==> config.mk <==
export PLATFORM = sky130hd
export DESIGN_NAME = sar_search
export DESIGN_NICKNAME = d
export VERILOG_FILES = /design/src/rtl/sar_search_pkg.sv /design/src/rtl/magnitude_compare.sv /design/src/rtl/sar_search.sv
export SDC_FILE = /design/constraint.sdc
export NUM_CORES = 1
export LEC_CHECK = 0
export CAP_MARGIN = 20
export CORE_MARGIN = 2
export CORE_UTILIZATION = 50
export DETAILED_ROUTE_END_ITERATION = 7
export PLACE_DENSITY = 0.81
export RECOVER_POWER = 100
export SYNTH_ARGS = -nofsm -noshare
export SYNTH_HDL_FRONTEND = slang
export SYNTH_SLANG_ARGS = --single-unit
export TNS_END_PERCENT = 30
==> constraint.sdc <==
create_clock -name clk -period 4.8 [get_ports clk]
set_clock_uncertainty 0.15 [all_clocks]
set_input_delay 0.48 -clock clk [delete_from_list [all_inputs] [get_ports clk]]
set_output_delay 0.48 -clock clk [all_outputs]
set_load 0.01 [all_outputs]
==> src/rtl/sar_search_pkg.sv <==
// Shared definitions for successive-approximation controllers.
package sar_search_pkg;

  localparam int DEFAULT_WIDTH = 4;

  typedef enum logic [1:0] {
    IDLE  = 2'd0,
    PROBE = 2'd1,
    DONE  = 2'd2
  } sar_state_t;

endpackage

==> src/rtl/magnitude_compare.sv <==
// Unsigned magnitude comparator built on a single A + ~B + 1 subtraction.
module magnitude_compare #(
  parameter int WIDTH = 4
) (
  input  logic [WIDTH-1:0] a,
  input  logic [WIDTH-1:0] b,
  output logic             eq,
  output logic             gt,
  output logic             lt
);

  logic [WIDTH:0] sum;
  logic           carry;

  // Carry-out set means no borrow, i.e. a >= b.
  assign sum   = {1'b0, a} + {1'b0, ~b} + {{WIDTH{1'b0}}, 1'b1};
  assign carry = sum[WIDTH];
  assign eq    = (sum[WIDTH-1:0] == '0);
  assign gt    = carry & ~eq;
  assign lt    = ~carry;

endmodule

==> src/rtl/sar_search.sv <==
// MSB-first successive-approximation search against a magnitude comparator,
// one probe per clock, terminating early on equality.
//
// state | meaning
// IDLE  | waiting for start; result/steps/early hold the last search
// PROBE | one comparison per cycle, walking bit_idx from MSB to LSB
// DONE  | single-cycle done pulse, then back to IDLE
module sar_search
  import sar_search_pkg::*;
#(
  parameter int WIDTH = DEFAULT_WIDTH
) (
  input  logic                       clk,
  input  logic                       rst_n,
  input  logic                       start,
  input  logic [WIDTH-1:0]           target,
  output logic                       busy,
  output logic                       done,
  output logic [WIDTH-1:0]           result,
  output logic [WIDTH-1:0]           probe,
  output logic [$clog2(WIDTH+1)-1:0] steps,
  output logic                       early
);

  localparam int IW = $clog2(WIDTH);
  localparam int SW = $clog2(WIDTH+1);

  sar_state_t       state_q, state_d;
  logic [WIDTH-1:0] tgt_q, tgt_d;
  logic [WIDTH-1:0] result_q, result_d;
  logic [IW-1:0]    bit_idx_q, bit_idx_d;
  logic [SW-1:0]    steps_q, steps_d;
  logic             early_q, early_d;
  logic             busy_q, done_q;
  logic             cmp_eq, cmp_gt, cmp_lt;

  assign probe = (state_q == PROBE) ? (result_q | (WIDTH'(1) << bit_idx_q)) : '0;

  magnitude_compare #(.WIDTH(WIDTH)) u_cmp (
    .a  (tgt_q),
    .b  (probe),
    .eq (cmp_eq),
    .gt (cmp_gt),
    .lt (cmp_lt)
  );

  always_comb begin
    state_d   = state_q;
    tgt_d     = tgt_q;
    result_d  = result_q;
    bit_idx_d = bit_idx_q;
    steps_d   = steps_q;
    early_d   = early_q;
    case (state_q)
      IDLE: begin
        if (start) begin
          tgt_d     = target;
          result_d  = '0;
          bit_idx_d = IW'(WIDTH-1);
          steps_d   = '0;
          early_d   = 1'b0;
          state_d   = PROBE;
        end
      end
      PROBE: begin
        steps_d = steps_q + SW'(1);
        if (cmp_eq) begin
          result_d = probe;
          early_d  = (bit_idx_q != '0);
          state_d  = DONE;
        end else begin
          // Target bit set at this position: keep the trial bit.
          if (cmp_gt)      result_d = probe;
          else if (cmp_lt) result_d = result_q;
          if (bit_idx_q == '0) state_d = DONE;
          else                 bit_idx_d = bit_idx_q - IW'(1);
        end
      end
      DONE:    state_d = IDLE;
      default: state_d = IDLE;
    endcase
  end

  always_ff @(posedge clk or negedge rst_n) begin
    if (!rst_n) begin
      state_q   <= IDLE;
      tgt_q     <= '0;
      result_q  <= '0;
      bit_idx_q <= IW'(WIDTH-1);
      steps_q   <= '0;
      early_q   <= 1'b0;
      busy_q    <= 1'b0;
      done_q    <= 1'b0;
    end else begin
      state_q   <= state_d;
      tgt_q     <= tgt_d;
      result_q  <= result_d;
      bit_idx_q <= bit_idx_d;
      steps_q   <= steps_d;
      early_q   <= early_d;
      busy_q    <= (state_d == PROBE);
      done_q    <= (state_d == DONE);
    end
  end

  assign busy   = busy_q;
  assign done   = done_q;
  assign result = result_q;
  assign steps  = steps_q;
  assign early  = early_q;

endmodule

== Word level (Yosys, flattened, before mapping) ==
Index checks and enable logic that the tools add are counted.
W data, S select, Z words.

* Equal/unequal tests: 8
* Reduce and logical (&&, ||, !) cells: 10
* Bitwise gates (word level): 4
* Mux-type cells: 18
* Shift operators: 1
* $add $sub $neg: 4

{| class="wikitable"
|+ Operators with widths
! operator !! count
|-
| $mux W4 || 4
|-
| $mux W2 || 6
|-
| $pmux W2 S2 || 2
|-
| $pmux W4 S2 || 1
|-
| $ne A2 B2 Y1 const B || 3
|-
| $pmux W3 S2 || 1
|-
| $reduce_and A3 Y1 || 2
|-
| $add A4 B4 Y5 || 1
|-
| $add A5 B1 Y5 const B || 1
|-
| $eq A2 B1 Y1 const B || 2
|-
| $logic_not A2 Y1 || 2
|-
| $logic_not A4 Y1 || 1
|-
| $not A4 Y4 || 1
|-
| $or A4 B4 Y4 || 1
|-
| $reduce_and A2 Y1 || 2
|-
| $reduce_and A4 Y1 || 1
|-
| $reduce_bool A2 Y1 || 2
|-
| $shl A1 B2 Y4 const A || 1
|-
| $add A3 B1 Y3 const B || 1
|-
| $mux W3 || 1
|-
| $ne A3 B2 Y1 const B || 1
|-
| $eq A2 B2 Y1 const B || 1
|-
| $mux W1 || 2
|-
| $ne A2 B1 Y1 const B || 1
|-
| other kinds (4) || 4
|}

* Register bits after elaboration: 18
* Input bits: 7
* Word-level logic and storage cells: 53

== Longest topological paths before layout ==
* Word-level depth: 12
* Depth in mapped cells: 10
* Depth with buffers taken out: 10

== By module ==
Synthesis repeated with hierarchy kept, for this count alone.

* Cells, all modules: 98
* Area, all modules: 967.2 µm²

{| class="wikitable"
|+ By module, submodules not included
! module !! cells each !! instances !! area each (µm²)
|-
| sar_search || 77 || 1 || 820.8
|-
| magnitude_compare || 21 || 1 || 146.4
|}

== Least setup slack after synthesis ==
Ideal clock, no wire load.

* Path kind: register to register
* Start point: register bit_idx_q[0]
* End point: register result_q[0], in the netlist result[0]
* Path buffers: 0
* Path slack: 1843 ps
* Library setup time: 125 ps
* Stages on the path, launching flop included: 10
* Arrival time: 2682 ps
* Data required time: 4525 ps
* Cells stage by stage: dfstp_2 inv_1 ha_1 o21ai_0 ha_1 and3b_1 or3_1 o311a_1 a21o_4 mux2_4

* Cells in the longest elaborated chain, start to end: 11

{| class="wikitable"
|+ Ends and longest elaborated chain
! what !! line !! source
|-
| start, declared || sar_search.sv:31 || <nowiki>logic [IW-1:0] bit_idx_q, bit_idx_d;</nowiki>
|-
| start signal, assigned || sar_search.sv:89 || <nowiki>bit_idx_q <= IW'(WIDTH-1);</nowiki>
|-
| start signal, assigned || sar_search.sv:98 || <nowiki>bit_idx_q <= bit_idx_d;</nowiki>
|-
| $shl A1 B2 Y4 (*) || sar_search.sv:37 || <nowiki>assign probe = (state_q == PROBE) ? (result_q | (WIDTH'(1) << bit_idx_q)) : '0;</nowiki>
|-
| $or A4 B4 Y4 (*) || sar_search.sv:37 ||
|-
| $mux W4 (*) || sar_search.sv:37 ||
|-
| $not A4 Y4 || magnitude_compare.sv:16 || <nowiki>assign sum = {1'b0, a} + {1'b0, ~b} + {{WIDTH{1'b0}}, 1'b1};</nowiki>
|-
| $add A4 B4 Y5 || magnitude_compare.sv:16 ||
|-
| $add A5 B1 Y5 || magnitude_compare.sv:16 ||
|-
| $logic_not A4 Y1 || magnitude_compare.sv:18 || <nowiki>assign eq = (sum[WIDTH-1:0] == '0);</nowiki>
|-
| $not A1 Y1 || magnitude_compare.sv:19 || <nowiki>assign gt = carry & ~eq;</nowiki>
|-
| $and A1 B1 Y1 || magnitude_compare.sv:19 ||
|-
| $ne A3 B2 Y1 (no line) || n/a ||
|-
| $reduce_and A3 Y1 (no line) || n/a ||
|-
| end signal, assigned || sar_search.sv:97 || <nowiki>result_q <= result_d;</nowiki>
|-
| end, declared || sar_search.sv:30 || <nowiki>logic [WIDTH-1:0] result_q, result_d;</nowiki>
|}

Every way passes the cells marked *; elsewhere a longest branch is shown, timed or not. The select of a mux whose other input is x is not followed.
A chain may end at the register's enable or synchronous reset.

== Worst setup path in the final report ==
Ends and elaborated chain as after synthesis.

==> flow_summary_export.csv <==
group,metric,value,unit
worst_hold_path,timing.hold.worst_path_depth,1,
setup_path,cp_slowest_stage_delay,600,ps
synthesis,synth_warnings,0,
timing,maxClockFrequency,314.3,MHz
clock_network,clk_pin_slew_worst_paths,100,ps
global_route,grt_usage,17.31,%
pwr,power_per_cell_area,673.3,nW/um^2
clock_network,numClockSinks,18,
synthesis,post-synth-top-count-cell,"sky130_fd_sc_hd__dfrtp_1",
setup_path,cp-startpoint,"bit_idx_q[0]$_DFFE_PN1P_",
routing,drt-vias-per-instance,5.090,
clock_network,cts_tree,"built",
synthesis,synth.top_cells.by_area,"sky130_fd_sc_hd__dfrtp_1, sky130_fd_sc_hd__ha_1, sky130_fd_sc_hd__mux2_4",
floorplanning,initial_core_util,54.54,%
floorplanning,floorplan.die.width,47.87,um
timing,totalNegativeSetupSlack,0,ps
placed_design,detailed_place_hpwl,1355,um
timing,layout_setup_ws,1619,ps
routing,postRouteWirelength,1712,um
timing,slew_viol_final,0,
status,run_status,"finished, final reports clean",
setup_path,timing.reg2reg.setup_slack,1620,ps
timing,final_count_of_hold_timing_violations,0,
synthesis,async_flop_share,100.0,%
clock_network,htree_levels,1,
pwr,fin_total_pwr,0.0008029,W
setup_path,cp-endpoint,"result[0]$_DFFE_PN0P_",
placed_design,count_of_buffers_inserted_at_the_top_level_ports,20,
synthesis,synth_top_flop_cell,"sky130_fd_sc_hd__dfrtp_1",
setup_path,critical_path_class,"reg -> reg",
floorplanning,floorplan.io_pins,21,
setup_path,cp_num_buf_inv,1,
run,cap_violations,0,
cells_and_area,fillers,159,
worst_hold_path,path_class_of_the_lowest_slack_min_delay_path,"reg -> reg",
synthesis,synthDistinctLibCells,27,
clock_network,numCtsBuffers,3,
cells_and_area,syn2layout_area_growth,23.93,%
setup_path,path_cells,"inv_1 > ha_1 > o21ai_0 > ha_1 > and3b_1 > or3_1 > o311a_1 > a21o_1 > mux2_1",
cells_and_area,final_layout_size_suffix_gt1_share,11.01,%
pwr,cellLeakagePower,0.6027,nW
placed_design,preCtsSetupSlack,1694,ps
floorplanning,die_area,2291,um^2
global_route,grt_first_pass_wirelength,2725,um
pwr,ir_drop,438.0,uV
setup_path,timing.critical_path.to_type,"flip-flop",
global_route,grt_max_degree,19,
routing,drc_viols,0,
setup_path,crit_path_max_fanout,5,
timing,setup_repair_after_global_routing_missed_its_margin,"no",
setup_path,worstRegToRegCells,9,
cells_and_area,antenna_cells,0,
global_route,antenna_violations_before_repair,0,
clock_network,cts.path.max_buffers,2,
global_route,vias_in_the_first_global_route,602,
synthesis,synthesized_flop_and_latch_total,18,
timing,max_slew_margin,47.98,%
routing,overall_via_count_from_detail_route,682,
global_route,globalRoute.totalOverflow,0,
placed_design,place.gp.congestion,0.8078,
timing,layout_worst_path_cycle_share,66.28,%
synthesis,synth.cell_area,962.2,um^2
synthesis,yosys.area.top_type,"sky130_fd_sc_hd__dfrtp_1",
cells_and_area,final_nets,126,
setup_path,cp_data_arrival_time,3210,ps
synthesis,syn_nets,103,
synthesis,synth_sequential_area_ratio,47.07,%
placed_design,dpl-instance-area,1171,um^2
setup_path,worst-endpoint-required,4830,ps
clock_network,cts.repair.resized,0,
synthesis,syn-instance-count,87,
timing,setup-violations-final,0,
setup_path,start_kind,"flip-flop",
synthesis,number_of_enable_type_register_cells_in_the_synthesized_netlist,0,
routing,postRouteAntennaNets,0,
setup_path,r2r_start,"bit_idx_q[0]$_DFFE_PN1P_",
synthesis,synth.top_cell.area_share,41.61,%
floorplanning,die_height,47.87,um
cells_and_area,layout.cell_area.non_filler,1192,um^2
synthesis,post_synth_most_frequent_cells,"sky130_fd_sc_hd__dfrtp_1, sky130_fd_sc_hd__ha_1, sky130_fd_sc_hd__nor2_1, sky130_fd_sc_hd__o21ai_0",
timing,final.min_clock_period,3181,ps
clock_network,worst_skew_pair.late_latency,290,ps
floorplanning,core,1764,um^2
setup_path,worstReg2RegEnd,"result[0]$_DFFE_PN0P_",
setup_path,cpLargestDelayFamily,"compound AO/OA/AOI/OAI gates",
routing,drt_pass1_iterations,4,
clock_network,number_of_buffers_inserted_for_hold_repair_after_clock_tree_synthesis,0,
clock_network,post-cts-setup-buffer-count,0,
setup_path,timing.critical_path.mode_cell,"sky130_fd_sc_hd__ha_1",
floorplanning,core.rowCount,15,
routing,initial_drc_count,4,
timing,worstMarginPinSlew,777.7,ps
setup_path,crit_cells,9,
clock_network,root_buffer,"sky130_fd_sc_hd__clkbuf_4",
synthesis,syn-mean-instance-area,11.06,um^2
routing,routedWlPerCell,12.78,um
setup_path,critical_path.slowest_cell,"sky130_fd_sc_hd__dfstp_1",
sequential cells by signal, summed over array words and instances, names as in the netlist:
| signal | flops |
|---|---|
| bit_idx_q | 2 |
| busy | 1 |
| done | 1 |
| early | 1 |
| result | 4 |
| state_q | 2 |
| steps | 3 |
| tgt_q | 4 |
logic make-up (layout without fill, tap and decap cells):
kind of cell,after synthesis,in the layout,synth area share (%)
adders and majority gates,9,9,11.70
DFF,18,18,47.07
xor gates and xnor gates,1,1,0.9104
AOI/OAI and AO/OA,15,15,10.79
muxes,9,9,11.83
buffers and inverters,10,32,5.072
and+or+nand+nor,25,25,12.62
placed cells by master (no fill, tap or decap), types with 2 or more instances in the layout:
master / n
sky130_fd_sc_hd__a21o_1: 2
sky130_fd_sc_hd__or2_2: 2
sky130_fd_sc_hd__mux2_2: 3
sky130_fd_sc_hd__clkbuf_4: 3
sky130_fd_sc_hd__mux2_1: 3
sky130_fd_sc_hd__dlygate4sd3_1: 16
sky130_fd_sc_hd__inv_1: 7
sky130_fd_sc_hd__nand2_1: 7
sky130_fd_sc_hd__dfrtp_1: 16
sky130_fd_sc_hd__clkdlybuf4s50_1: 4
sky130_fd_sc_hd__nor2_1: 9
sky130_fd_sc_hd__o21ai_0: 8
sky130_fd_sc_hd__mux2i_1: 2
sky130_fd_sc_hd__ha_1: 9
metal layers:
metal,GRT usage (%),up-vias,wire (um)
li1,-,340,-
met1,22.14,322,779
met2,28.80,18,855
met3,5.660,2,71
met4,3.243,0,5
met5,0,-,0
where the power goes:
part | total [W] | switching [W] | internal (W)
Sequential | 0.000265 | 0.0000438 | 0.000221
Clock | 0.0000931 | 0.0000469 | 0.0000462
Combinational | 0.000445 | 0.000224 | 0.000221
cell type report:
| cell class | instances | area [um^2] | share of cell area, % |
|---|---|---|---|
| inverter | 7 | 26.28 | 2.204 |
| clock buffer | 4 | 36.28 | 3.043 |
| tap | 25 | 31.28 | 2.623 |
| sequential | 18 | 452.9 | 37.99 |
| multi-input combinational | 59 | 441.7 | 37.04 |
| timing repair buffer | 21 | 203.9 | 17.10 |
through the flow:
| stage | hold slack (ps) | utilization [%] | instances |
|---|---|---|---|
| 2_1_floorplan | 34.41 | - | 87 |
| 3_3_place_gp | 313.6 | 66.38 | 129 |
| 3_5_place_dp | 328.5 | 66.38 | 129 |
| 4_1_cts | 357.0 | 68.44 | 133 |
| 5_1_grt | 378.6 | 67.59 | 134 |
| 6_report | 343.9 | 67.59 | 134 |
worst min-delay path by stage:
stage | start | slack [ps] | end
3_3_place_gp | steps[2]$_DFFE_PN0P_ | 310 | steps[2]$_DFFE_PN0P_
5_1_grt | steps[2]$_DFFE_PN0P_ | 380 | steps[2]$_DFFE_PN0P_
3_5_place_dp | steps[2]$_DFFE_PN0P_ | 330 | steps[2]$_DFFE_PN0P_
6_report | steps[2]$_DFFE_PN0P_ | 340 | steps[2]$_DFFE_PN0P_
2_1_floorplan | rst_n | 30 | busy$_DFF_PN0_
4_1_cts | steps[2]$_DFFE_PN0P_ | 360 | steps[2]$_DFFE_PN0P_
Power figures use the tool's default switching activity.
